File: src/rtl/vga_timing_sequencer_pkg.sv
`default_nettype none
// ============================================================================
// Module : vga_timing_sequencer_pkg
// Brief  : Shared video-mode timing types, reference mode and width helpers.
// Rev    : 1.0  initial release
// ============================================================================
package vga_timing_sequencer_pkg;

  typedef struct packed {
    logic [15:0] active;
    logic [15:0] fp;
    logic [15:0] sync;
    logic [15:0] bp;
  } axis_timing_t;

  typedef struct packed {
    axis_timing_t h;
    axis_timing_t v;
  } mode_timing_t;

  localparam mode_timing_t c_mode_640x480_60 = '{
    h: '{active: 16'd640, fp: 16'd16, sync: 16'd96, bp: 16'd48},
    v: '{active: 16'd480, fp: 16'd10, sync: 16'd2,  bp: 16'd33}
  };

  typedef enum logic [0:0] {
    SEQ_IDLE  = 1'b0,
    SEQ_ARMED = 1'b1
  } seq_state_t;

  function automatic int axis_total(input int active, input int fp,
                                    input int sync, input int bp);
    return active + fp + sync + bp;
  endfunction

  function automatic int count_width(input int total);
    return (total > 1) ? $clog2(total) : 1;
  endfunction

endpackage
`default_nettype wire

File: src/rtl/vga_timing_sequencer_axis.sv
`default_nettype none
// ============================================================================
// Module : vga_axis_counter
// Brief  : One timing axis: wrapping position counter with active/sync decode.
// Rev    : 1.0  initial release
// ============================================================================
module vga_axis_counter
  import vga_timing_sequencer_pkg::*;
#(
  parameter int ACTIVE = 640,
  parameter int FP     = 16,
  parameter int SYNC   = 96,
  parameter int BP     = 48,
  parameter bit POL    = 1'b0,
  localparam int TOTAL = axis_total(ACTIVE, FP, SYNC, BP),
  localparam int W     = count_width(TOTAL)
) (
  input  logic         clk,
  input  logic         reset_n,
  input  logic         clear,
  input  logic         step,
  output logic [W-1:0] count,
  output logic         last,
  output logic         active,
  output logic         sync
);

  localparam logic [W-1:0] c_last    = W'(TOTAL - 1);
  localparam int           c_sync_lo = ACTIVE + FP;
  localparam int           c_sync_hi = ACTIVE + FP + SYNC;

  logic [W-1:0] r_count;

  always_ff @(posedge clk or negedge reset_n) begin
    if (!reset_n)
      r_count <= '0;
    else if (clear)
      r_count <= '0;
    else if (step)
      r_count <= (r_count == c_last) ? '0 : r_count + W'(1);
  end

  // Decode straight off the register so sync/blank line up with count.
  always_comb begin
    last   = (r_count == c_last);
    active = (32'(r_count) < ACTIVE);
    sync   = ((32'(r_count) >= c_sync_lo) && (32'(r_count) < c_sync_hi)) ? POL : ~POL;
  end

  assign count = r_count;

endmodule
`default_nettype wire

File: src/rtl/vga_timing_sequencer.sv
`default_nettype none
// ============================================================================
// Module : vga_timing_sequencer
// Brief  : Parametrised VGA timing generator with per-line render sequencing,
//          gated line-buffer swap and underrun counting.
// Rev    : 1.0  initial release
// ============================================================================
module vga_timing_sequencer
  import vga_timing_sequencer_pkg::*;
#(
  parameter int H_ACTIVE = int'(c_mode_640x480_60.h.active),
  parameter int H_FP     = int'(c_mode_640x480_60.h.fp),
  parameter int H_SYNC   = int'(c_mode_640x480_60.h.sync),
  parameter int H_BP     = int'(c_mode_640x480_60.h.bp),
  parameter int V_ACTIVE = int'(c_mode_640x480_60.v.active),
  parameter int V_FP     = int'(c_mode_640x480_60.v.fp),
  parameter int V_SYNC   = int'(c_mode_640x480_60.v.sync),
  parameter int V_BP     = int'(c_mode_640x480_60.v.bp),
  parameter int CLK_DIV  = 2,
  parameter bit HS_POL   = 1'b0,
  parameter bit VS_POL   = 1'b0,
  parameter int SWAP_X   = axis_total(H_ACTIVE, H_FP, H_SYNC, H_BP) - 2,
  localparam int H_TOTAL = axis_total(H_ACTIVE, H_FP, H_SYNC, H_BP),
  localparam int V_TOTAL = axis_total(V_ACTIVE, V_FP, V_SYNC, V_BP),
  localparam int XW      = count_width(H_TOTAL),
  localparam int YW      = count_width(V_TOTAL)
) (
  input  logic          clk,
  input  logic          reset_n,
  input  logic          enable,
  input  logic          render_done,
  output logic [XW-1:0] pix_x,
  output logic [YW-1:0] pix_y,
  output logic          pix_tick,
  output logic          render_start,
  output logic [YW-1:0] render_line,
  output logic          buf_sel,
  output logic          underrun,
  output logic [7:0]    underrun_cnt,
  output logic          frame_start,
  output logic          vblank,
  output logic          VGA_CLK,
  output logic          VGA_HS,
  output logic          VGA_VS,
  output logic          VGA_BLANK_n,
  output logic          VGA_SYNC_n
);

  localparam int            DW         = count_width(CLK_DIV);
  localparam logic [DW-1:0] c_div_last = DW'(CLK_DIV - 1);
  localparam logic [DW-1:0] c_div_half = DW'(CLK_DIV / 2);
  localparam logic [XW-1:0] c_swap_x   = XW'(SWAP_X);

  logic [DW-1:0] r_div;
  logic          w_run;
  logic          w_h_last, w_v_last, w_h_active, w_v_active, w_v_step;
  logic [YW-1:0] w_next_y;
  logic          w_renders_next, w_line_start, w_swap_point, w_swap, w_underrun;
  seq_state_t    r_state, w_state_next;
  logic          r_render_start, r_buf_sel;
  logic [YW-1:0] r_render_line;
  logic [7:0]    r_underrun_cnt;

  assign w_run = enable & reset_n;

  always_ff @(posedge clk or negedge reset_n) begin
    if (!reset_n)
      r_div <= '0;
    else if (!enable)
      r_div <= '0;
    else
      r_div <= (r_div == c_div_last) ? '0 : r_div + DW'(1);
  end

  assign pix_tick = w_run & (r_div == c_div_last);
  assign w_v_step = pix_tick & w_h_last;

  vga_axis_counter #(
    .ACTIVE (H_ACTIVE), .FP (H_FP), .SYNC (H_SYNC), .BP (H_BP), .POL (HS_POL)
  ) u_h_axis (
    .clk    (clk),
    .reset_n(reset_n),
    .clear  (~enable),
    .step   (pix_tick),
    .count  (pix_x),
    .last   (w_h_last),
    .active (w_h_active),
    .sync   (VGA_HS)
  );

  vga_axis_counter #(
    .ACTIVE (V_ACTIVE), .FP (V_FP), .SYNC (V_SYNC), .BP (V_BP), .POL (VS_POL)
  ) u_v_axis (
    .clk    (clk),
    .reset_n(reset_n),
    .clear  (~enable),
    .step   (w_v_step),
    .count  (pix_y),
    .last   (w_v_last),
    .active (w_v_active),
    .sync   (VGA_VS)
  );

  assign VGA_CLK     = (r_div >= c_div_half);
  assign VGA_BLANK_n = w_h_active & w_v_active & w_run;
  assign VGA_SYNC_n  = 1'b0;
  assign vblank      = ~w_v_active;
  assign frame_start = w_run & (r_div == '0) & (pix_x == '0) & (pix_y == '0);

  // Rendering runs one line ahead of scan-out, so the last vblank line
  // schedules line 0 of the coming frame.
  assign w_next_y       = w_v_last ? '0 : pix_y + YW'(1);
  assign w_renders_next = (32'(w_next_y) < V_ACTIVE);
  assign w_line_start   = w_run & (r_div == '0) & (pix_x == '0);
  assign w_swap_point   = pix_tick & (pix_x == c_swap_x);

  always_ff @(posedge clk or negedge reset_n) begin
    if (!reset_n)
      r_state <= SEQ_IDLE;
    else
      r_state <= w_state_next;
  end

  always_comb begin
    w_state_next = r_state;
    w_swap       = 1'b0;
    case (r_state)
      SEQ_IDLE:  if (w_line_start && w_renders_next) w_state_next = SEQ_ARMED;
      SEQ_ARMED: if (w_swap_point) begin
                   w_swap       = 1'b1;
                   w_state_next = SEQ_IDLE;
                 end
    endcase
    if (!enable)
      w_state_next = SEQ_IDLE;
  end

  assign w_underrun = w_swap & ~render_done;

  always_ff @(posedge clk or negedge reset_n) begin
    if (!reset_n) begin
      r_render_start <= 1'b0;
      r_render_line  <= '0;
      r_buf_sel      <= 1'b0;
      r_underrun_cnt <= '0;
    end else begin
      r_render_start <= w_line_start & w_renders_next;
      if (w_line_start && w_renders_next)
        r_render_line <= w_next_y;
      if (w_swap && render_done)
        r_buf_sel <= ~r_buf_sel;
      if (frame_start)
        r_underrun_cnt <= {7'd0, w_underrun};
      else if (w_underrun && (r_underrun_cnt != 8'hFF))
        r_underrun_cnt <= r_underrun_cnt + 8'd1;
    end
  end

  assign render_start = r_render_start;
  assign render_line  = r_render_line;
  assign buf_sel      = r_buf_sel;
  assign underrun     = w_underrun;
  assign underrun_cnt = r_underrun_cnt;

endmodule
`default_nettype wire
File: config.mk
export PLATFORM = sky130hd
export DESIGN_NAME = vga_timing_sequencer
export DESIGN_NICKNAME = d
export VERILOG_FILES = /design/src/rtl/vga_timing_sequencer_pkg.sv /design/src/rtl/vga_timing_sequencer_axis.sv /design/src/rtl/vga_timing_sequencer.sv
export SDC_FILE = /design/constraint.sdc
export NUM_CORES = 1
export LEC_CHECK = 0
export ABC_CLOCK_PERIOD_IN_PS = 2500
export BUFFER_PORTS_ARGS = -buffer_cell sky130_fd_sc_hd__buf_4
export CORE_ASPECT_RATIO = 1.1
export CORE_MARGIN = 8
export CORE_UTILIZATION = 45
export DETAILED_ROUTE_END_ITERATION = 10
export PLACE_DENSITY = 0.71
export SLEW_MARGIN = 0
export SYNTH_ARGS = -nofsm -noshare
export SYNTH_HDL_FRONTEND = slang
export SYNTH_HIERARCHICAL = 1
export SYNTH_SLANG_ARGS = --single-unit
export TNS_END_PERCENT = 1
File: constraint.sdc
create_clock -name clk -period 2.5 [get_ports clk]
set_clock_uncertainty 0.1 [all_clocks]
set_input_delay 0.125 -clock clk [delete_from_list [all_inputs] [get_ports clk]]
set_output_delay 0.125 -clock clk [all_outputs]
set_load 0.02 [all_outputs]
# Word level (Yosys, flattened, before mapping)
# Index checks and enable logic that the tools add are counted.
[word_totals]
register_bits = 42
latchBits = 0
ramBits = 0
romBits = 0
out_inout_bits = 49
word_cells = 68
n_memories = 0
[op_classes]
add_sub_neg = 4
multipliers = 0
div_mod_pow = 0
magnitude_cmp = 8
n_eq_ne = 6
shifts = 0
mux = 18
bitwise_logic = 16
reduce_logical = 8
[ops]
columns = ["cell", "count"]
rows = [
  ["$mux W10", 6],
  ["$eq A10 B10 Y1 const B", 3],
  ["$lt A10 B9 Y1 const B", 3],
  ["$add A10 B1 Y10 const B", 2],
  ["$logic_not A10 Y1", 2],
  ["$lt A10 B10 Y1 const B", 2],
  ["$mux W8", 2],
  ["$and A1 B1 Y1", 11],
  ["$ge A10 B10 Y1 const B", 1],
  ["$ge A10 B9 Y1 const B", 1],
  ["$mux W1", 9],
  ["$add A8 B1 Y8 const B", 1],
  ["$ne A8 B8 Y1 const B", 1],
  ["$logic_and A1 B1 Y1", 5],
  ["$not A1 Y1", 5],
  ["$ne A2 B1 Y1 const B", 2],
  ["$pmux W1 S2", 1],
  ["$reduce_bool A2 Y1", 1],
  ["$add A1 B1 Y1 const B", 1],
  ["$ge A1 B1 Y1 const B", 1],
]

# Longest topological paths before layout
# Gate-level depths: netlist of the first run.
[depth]
ltp_word = 9
ltp_mapped = 10
ltp_nobuf = 8

# Hierarchy
# Netlist of the first run, hierarchy kept.
[by_module_without_submodules]
columns = ["mod", "n_inst", "cells_each", "area_each_um2", "seq_area_each_um2"]
rows = [
  ["vga_timing_sequencer", 1, 139, 1300.0, 550.5],
  ["vga_axis_counter at u_h_axis", 1, 65, 590.6, 250.2],
  ["vga_axis_counter at u_v_axis", 1, 59, 584.3, 250.2],
]

# Worst setup path before layout of the first run
# OpenSTA, ideal clock, no wires.
[synth_path]
path_kind = "register -> register"
from = "register u_h_axis.r_count[5], in the netlist u_h_axis/count[5]"
to = "register r_underrun_cnt[3], in the netlist underrun_cnt[3]"
arrival_time_ns = 2.568
required_ns = 2.319
slack_ns = -0.249
stages_incl_launch_ff = 7
synth_period_minus_slack_ns = 2.749
path_cell_list = "dfrtp_1 or4_4 or4_4 or3_1 buf_6 or3_1 a21oi_1"
[synth_between]
elab_chain_len = 7
[synth_lines]
columns = ["element", "line_no", "rtl"]
rows = [
  ["from (decl)", "vga_timing_sequencer_axis.sv:32", "logic [W-1:0] r_count;"],
  ["from (signal assigned)", "vga_timing_sequencer_axis.sv:40", "r_count <= (r_count == c_last) ? '0 : r_count + W'(1);"],
  ["$eq A10 B10 Y1", "vga_timing_sequencer.sv:115", "assign w_swap_point = pix_tick & (pix_x == c_swap_x);"],
  ["$and A1 B1 Y1", "vga_timing_sequencer.sv:115", ""],
  ["$mux W1", "vga_timing_sequencer.sv:129", "SEQ_ARMED: if (w_swap_point) begin"],
  ["$mux W1", "vga_timing_sequencer.sv:127", "case (r_state)"],
  ["$and A1 B1 Y1", "vga_timing_sequencer.sv:138", "assign w_underrun = w_swap & ~render_done;"],
  ["$logic_and A1 B1 Y1", "vga_timing_sequencer.sv:154", "else if (w_underrun && (r_underrun_cnt != 8'hFF))"],
  ["$reduce_bool A2 Y1 (no line)", "-", ""],
  ["to (signal assigned)", "vga_timing_sequencer.sv:153", "r_underrun_cnt <= {7'd0, w_underrun};"],
  ["to (signal assigned)", "vga_timing_sequencer.sv:155", "r_underrun_cnt <= r_underrun_cnt + 8'd1;"],
  ["to (decl)", "vga_timing_sequencer.sv:62", "logic [7:0] r_underrun_cnt;"],
]
# Several ways; a longest one is shown, not always the timed one.
# A chain may end at the register's enable or synchronous reset.

# Worst setup path in the final report of the first run
# Ends and elaborated chain as after synthesis.

==> results of run 1 <==
worst max-delay path: stages (launching register included):
cell and delay (ns):
dfrtp_2 0.41, or4_4 0.55, or4_4 0.43, or3_4 0.43, or3_1 0.32, a21oi_1 0.12
area by class of cell:
class,instances,area share
well taps,75,0.0287
inverters,16,0.0184
clock inverters,1,0.00153
clock buffers,7,0.0264
flip-flops and latches,42,0.323
multi-input cells,197,0.413
repair buffers,82,0.189
sequential cells by signal, indices dropped and copies added (netlist names):
signal and count:
buf_sel 1, r_div 1, r_state 1, render_line 10, render_start 1, u_h_axis/count 10
u_v_axis/count 10, underrun_cnt 8
cell usage after synthesis (all sizes together) (8+ instances only):
| cell | n | area (um2) |
|---|---|---|
| nor2 | 33 | 129 |
| mux2 | 8 | 90.1 |
| dfrtp | 42 | 1050 |
| xnor2 | 11 | 96.3 |
| xor2 | 15 | 131 |
| a21oi | 9 | 45.0 |
| inv | 16 | 60.1 |
| o21ai | 9 | 48.8 |
| nand3 | 17 | 85.1 |
| nand2 | 16 | 60.1 |
| nand4 | 11 | 75.1 |
| nor3 | 10 | 60.1 |
power by group:
group / internal, uW / total, uW / switching [uW] / leakage (uW)
logic: 30.3 / 80.7 / 50.4 / 0.000937
clock network: 223 / 451 / 228 / 0.0000482
registers: 683 / 685 / 2.56 / 0.000572
metrics by stage:
step	setup WS (ns)	TNS [ns]
global placement	0.0254	0
finish	0.0594	0
floorplan	-0.0688	-0.276
global route	-0.0425	-0.156
CTS	0.0393	0
detailed placement	-0.0306	-0.0580
final timing paths:
check,endpoint,depth (start not counted),start
hold reg to reg,buf_sel,1,buf_sel
max in group asynchronous,u_v_axis/count[1],3,reset_n
hold / removal,underrun_cnt[1],4,render_done
setup / recovery,underrun_cnt[3],5,u_h_axis/count[5]
setup reg to reg,underrun_cnt[3],5,u_h_axis/count[5]
min in group asynchronous,u_h_axis/count[2],3,reset_n
cell families after synthesis:
kind of cell,Yosys count,share of synthesized area
compound gates,31,0.0875
simple gates,123,0.277
flops,42,0.425
buf+inv,24,0.0414
mux,9,0.0404
xor+xnor,26,0.0920
other cells,1,0.00152
fa+ha+maj,7,0.0354
per-layer routing:
layer | up-vias | part of all wire | track usage
met5 | - | 0 | 0
met2 | 49 | 0.51 | 0.272
met1 | 1060 | 0.43 | 0.188
li1 | 1076 | - | -
met3 | 6 | 0.046 | 0.0394
met4 | 0 | 0.010 | 0.0632
timing repair:
action                                  4_1_cts  5_1_grt
pin swaps                                     0        2
endpoints found under the setup margin        5       13
resized for setup                             2        7
cloned                                        0        1
hold buffers                                  1        0
hold endpoints to repair                     42        0
buffers inserted                              0        1
==> flow_summary.yaml, run 1 <==
outcome:
  status: "finished clean"
floorplan:
  core-area_um2: 5360
  die_w_um: 86.7
  dieArea_um2: 8130
  io_pins: 53
  die_h_um: 93.8
  rows: 28
  initial_core_util: 0.462
worst_setup_path:
  reg2reg_slack_ns: 0.06
  critPathCaptureType: "flip-flop"
  critPathKind: "reg -> reg"
  crit_arrival_ns: 2.56
  worst_setup_path_start_kind: "flip-flop"
  cp_max_fo: 8
  cp.required_ns: 2.62
placement:
  gp_congestion: 0.838
  dp_hpwl_um: 4600
  place_inst: 409
  port_buffers: 51
  dpl-instance-area_um2: 3120
sta:
  max_freq_mhz: 410
  holdWs_ns: 0.0347
  min_period_over_period: 0.976
  tightest_slew_ns: 0.533
  rsz0062_at_grt: "true"
  slew_violations: 0
  relSlewSlack: 0.645
  final_hold_viol_count: 0
  min_period_ns: 2.44
  setup_violations: 0
finish:
  fin_cells: 420
  design_area_um2: 3270
  fin_util: 0.609
  num_antenna_cells: 0
  area_growth_pct: 32.0
  finalNetCount: 355
  mostFrequentLayoutCells: "buf_4 (80), dfrtp_1 (38), nor2_1 (31)"
  ff_latch_area_um2: 1060
  final_common_cell: "buf_4"
  nFillCells: 472
  drive_above_1_share: 0.359
  multi_input_area_um2: 1350
synth:
  synth_cells: 263
  synth_warnings: 6
  synth_edf_count: 0
  synth_fp_nets: 274
  seq_area_frac_synth: 0.425
  ys_types: 52
  synth.avg_cell_area_um2: 9.41
  async_flop_share: 1.00
  ys_ff_latch: 42
  syn_area_um2: 2470
  synth_flop_cell: "dfrtp_1"
routing:
  viasPerCell: 5.22
  wire_per_inst_um: 14.9
  dr.pass1.iters: 4
  drcViolationCount: 0
  wirelength_um: 6240
  drt-initial-drc-count: 154
  vias: 2191
  ant_nets: 0
grt:
  grt_usage: 0.160
  grt_max_degree: 45
  grt_pass1_wl_um: 10600
  grt_antenna_before_repair: 0
  grt_pass1_vias: 2289
  grt-ovfl-total: 0
clock_network:
  cts.sinks: 42
  tritoncts: "done"
  cts-buffers-inserted: 5
  root_buffer: "clkbuf_8"
  clock_path_buffers: 2
  htreeDepth: 2
  clock_latency_ns: 0.29
  clk_pin_slew_ns: 0.08
job:
  maxCapViolations: 0
power_and_ir_drop:
  finalPower_uw: 1220
  peakVddDrop_uv: 198
  power.leakage_uw: 0.00156
  powerDensity_nw_per_um2: 373
min_path:
  hp-class: "in -> reg"
(Power assumes the default switching activity.)
==> inputs of run 2 (changes only) <==
==> constraint.sdc (replaced) <==
create_clock -name clk -period 2.5 [get_ports clk]
set_clock_uncertainty 0.1 [all_clocks]
set_input_delay 0.125 -clock clk [delete_from_list [all_inputs] [get_ports clk]]
set_output_delay 0.125 -clock clk [all_outputs]
set_load 0.05 [all_outputs]
==> flow_summary.yaml, run 2 (same netlist as run 1, synthesis figures left out) <==
sta:
  setup_slack_ns: 0.0455
  relSlewSlack: 0.629
  min_period_ns: 2.45
  min_period_over_period: 0.982
  tightest_slew_ns: 0.556
  setup_violations: 0
  slew_violations: 0
  final_hold_viol_count: 0
  rsz0062_at_grt: "true"
  max_freq_mhz: 407
placement:
  dp_hpwl_um: 4490
  pre_cts_ws_ns: -0.0114
  gp_congestion: 0.845
  place_inst: 408
  port_buffers: 51
clock_network:
  cts.sinks: 42
  htreeDepth: 2
  clock_path_buffers: 2
  clock_latency_ns: 0.29
  cts-buffers-inserted: 5
  clk_pin_slew_ns: 0.09
  root_buffer: "clkbuf_8"
  tritoncts: "done"
power_and_ir_drop:
  comb_power_share: 0.080
  p_int_uw: 918
  peakVddDrop_uv: 333
  p_clk_frac: 0.369
  power.leakage_uw: 0.00155
  powerDensity_nw_per_um2: 377
  seqPwrFrac: 0.551
  sw_frac_of_total: 0.262
  p_sw_uw: 326
worst_setup_path:
  rr_endpoint: "underrun_cnt[3]"
  cp_max_fo: 5
  r2r_start: "u_h_axis/count[6]"
  critPathKind: "reg -> reg"
  critPathCaptureType: "flip-flop"
  startpoint: "u_h_axis/count[6]"
  reg2reg_slack_ns: 0.05
  cp.required_ns: 2.63
  ff2ff_path_depth: 5
  crit_arrival_ns: 2.58
  worst_setup_path_start_kind: "flip-flop"
  endpoint: "underrun_cnt[3]"
grt:
  grt_max_degree: 45
  grt_pass1_wl_um: 10100
  grt_antenna_before_repair: 0
  grt_usage: 0.152
  grt_pass1_vias: 2177
  grt-ovfl-total: 0
routing:
  drt-initial-drc-count: 70
  vias: 2198
  dr.pass1.iters: 4
  ant_nets: 0
  wirelength_um: 6080
  drcViolationCount: 0
  viasPerCell: 5.25
  wire_per_inst_um: 14.5
floorplan:
  io_pins: 53
  initial_core_util: 0.462
  die_w_um: 86.7
  die_h_um: 93.8
  rows: 28
  core-area_um2: 5360
  dieArea_um2: 8130
finish:
  drive_above_1_share: 0.381
  finalNetCount: 354
  num_antenna_cells: 0
  multi_input_area_um2: 1360
  final_common_cell: "buf_4"
  mostFrequentLayoutCells: "buf_4 (78), dfrtp_1 (33), nor2_1 (30)"
  fin_cells: 419
  nFillCells: 466
  ff_latch_area_um2: 1060
  area_growth_pct: 33.2
  fin_util: 0.615
min_path:
  hp-class: "in -> reg"
job:
  maxCapViolations: 0
outcome:
  status: "finished clean"
-- run 2: final cells by class --
class	count	share of cell area
clock buffers	5	0.0209
clock inverters	3	0.00759
flip-flops and latches	42	0.322
multi-input cells	197	0.414
repair buffers	81	0.189
well taps	75	0.0285
inverters	16	0.0182
-- run 2: how the worst min path moves through the flow --
stage	startpoint	to	slack, ns	depth (start not counted)
final	render_done	underrun_cnt[1]	0.07	4
after detailed placement	reset_n	u_h_axis/count[8]	0.16	2
after global placement	reset_n	u_h_axis/count[8]	0.15	2
after CTS	render_done	underrun_cnt[1]	0.04	4
after global routing	render_done	underrun_cnt[1]	0.07	4
after floorplan	reset_n	buf_sel	-0.27	0
-- run 2: per-layer routing --
metal,share of wire,global-route usage,wire length [um],vias up
li1,-,-,-,1081
met1,0.46,0.184,2780,1063
met2,0.49,0.250,2950,46
met3,0.043,0.0402,260,8
met4,0.015,0.0575,89,0
met5,0,0,0,-
-- run 2: critical path, stage by stage, from the launching register on --
cell and delay [ns]:
dfrtp_2 0.41, or4_4 0.54, or4_4 0.43, or3_4 0.41, or3_1 0.35, a21oi_1 0.15
-- run 2: power by group through the flow --
stage / sequential, uW / combinational [uW] / clock (uW)
6_report: 685 / 99.1 / 459
5_1_grt: 686 / 107 / 508
2_1_floorplan: 709 / 40.3 / 0
4_1_cts: 685 / 96.5 / 477
3_5_place_dp: 699 / 93.1 / 0
3_3_place_gp: 699 / 92.0 / 0
-- run 2: what timing repair did --
item                       4_1_cts  5_1_grt
setup endpoints to repair        2       12
setup buffers                    0        2
resized for setup                4       12
hold endpoints to repair        42        0
hold buffers                     1        0
pin swaps                        0        2
-- run 2: stage by stage --
stage                     setup TNS, ns  total power, uW  hold slack [ns]  area (um2)
final                                 0             1240           0.0673        3300
after global routing            -0.0125             1300           0.0676        3300
after CTS                             0             1260           0.0367        3240
after detailed placement        -0.0114              792            0.160        3120
after global placement                0              791            0.154        3120
after floorplan                   -2.64              750           -0.271        2490
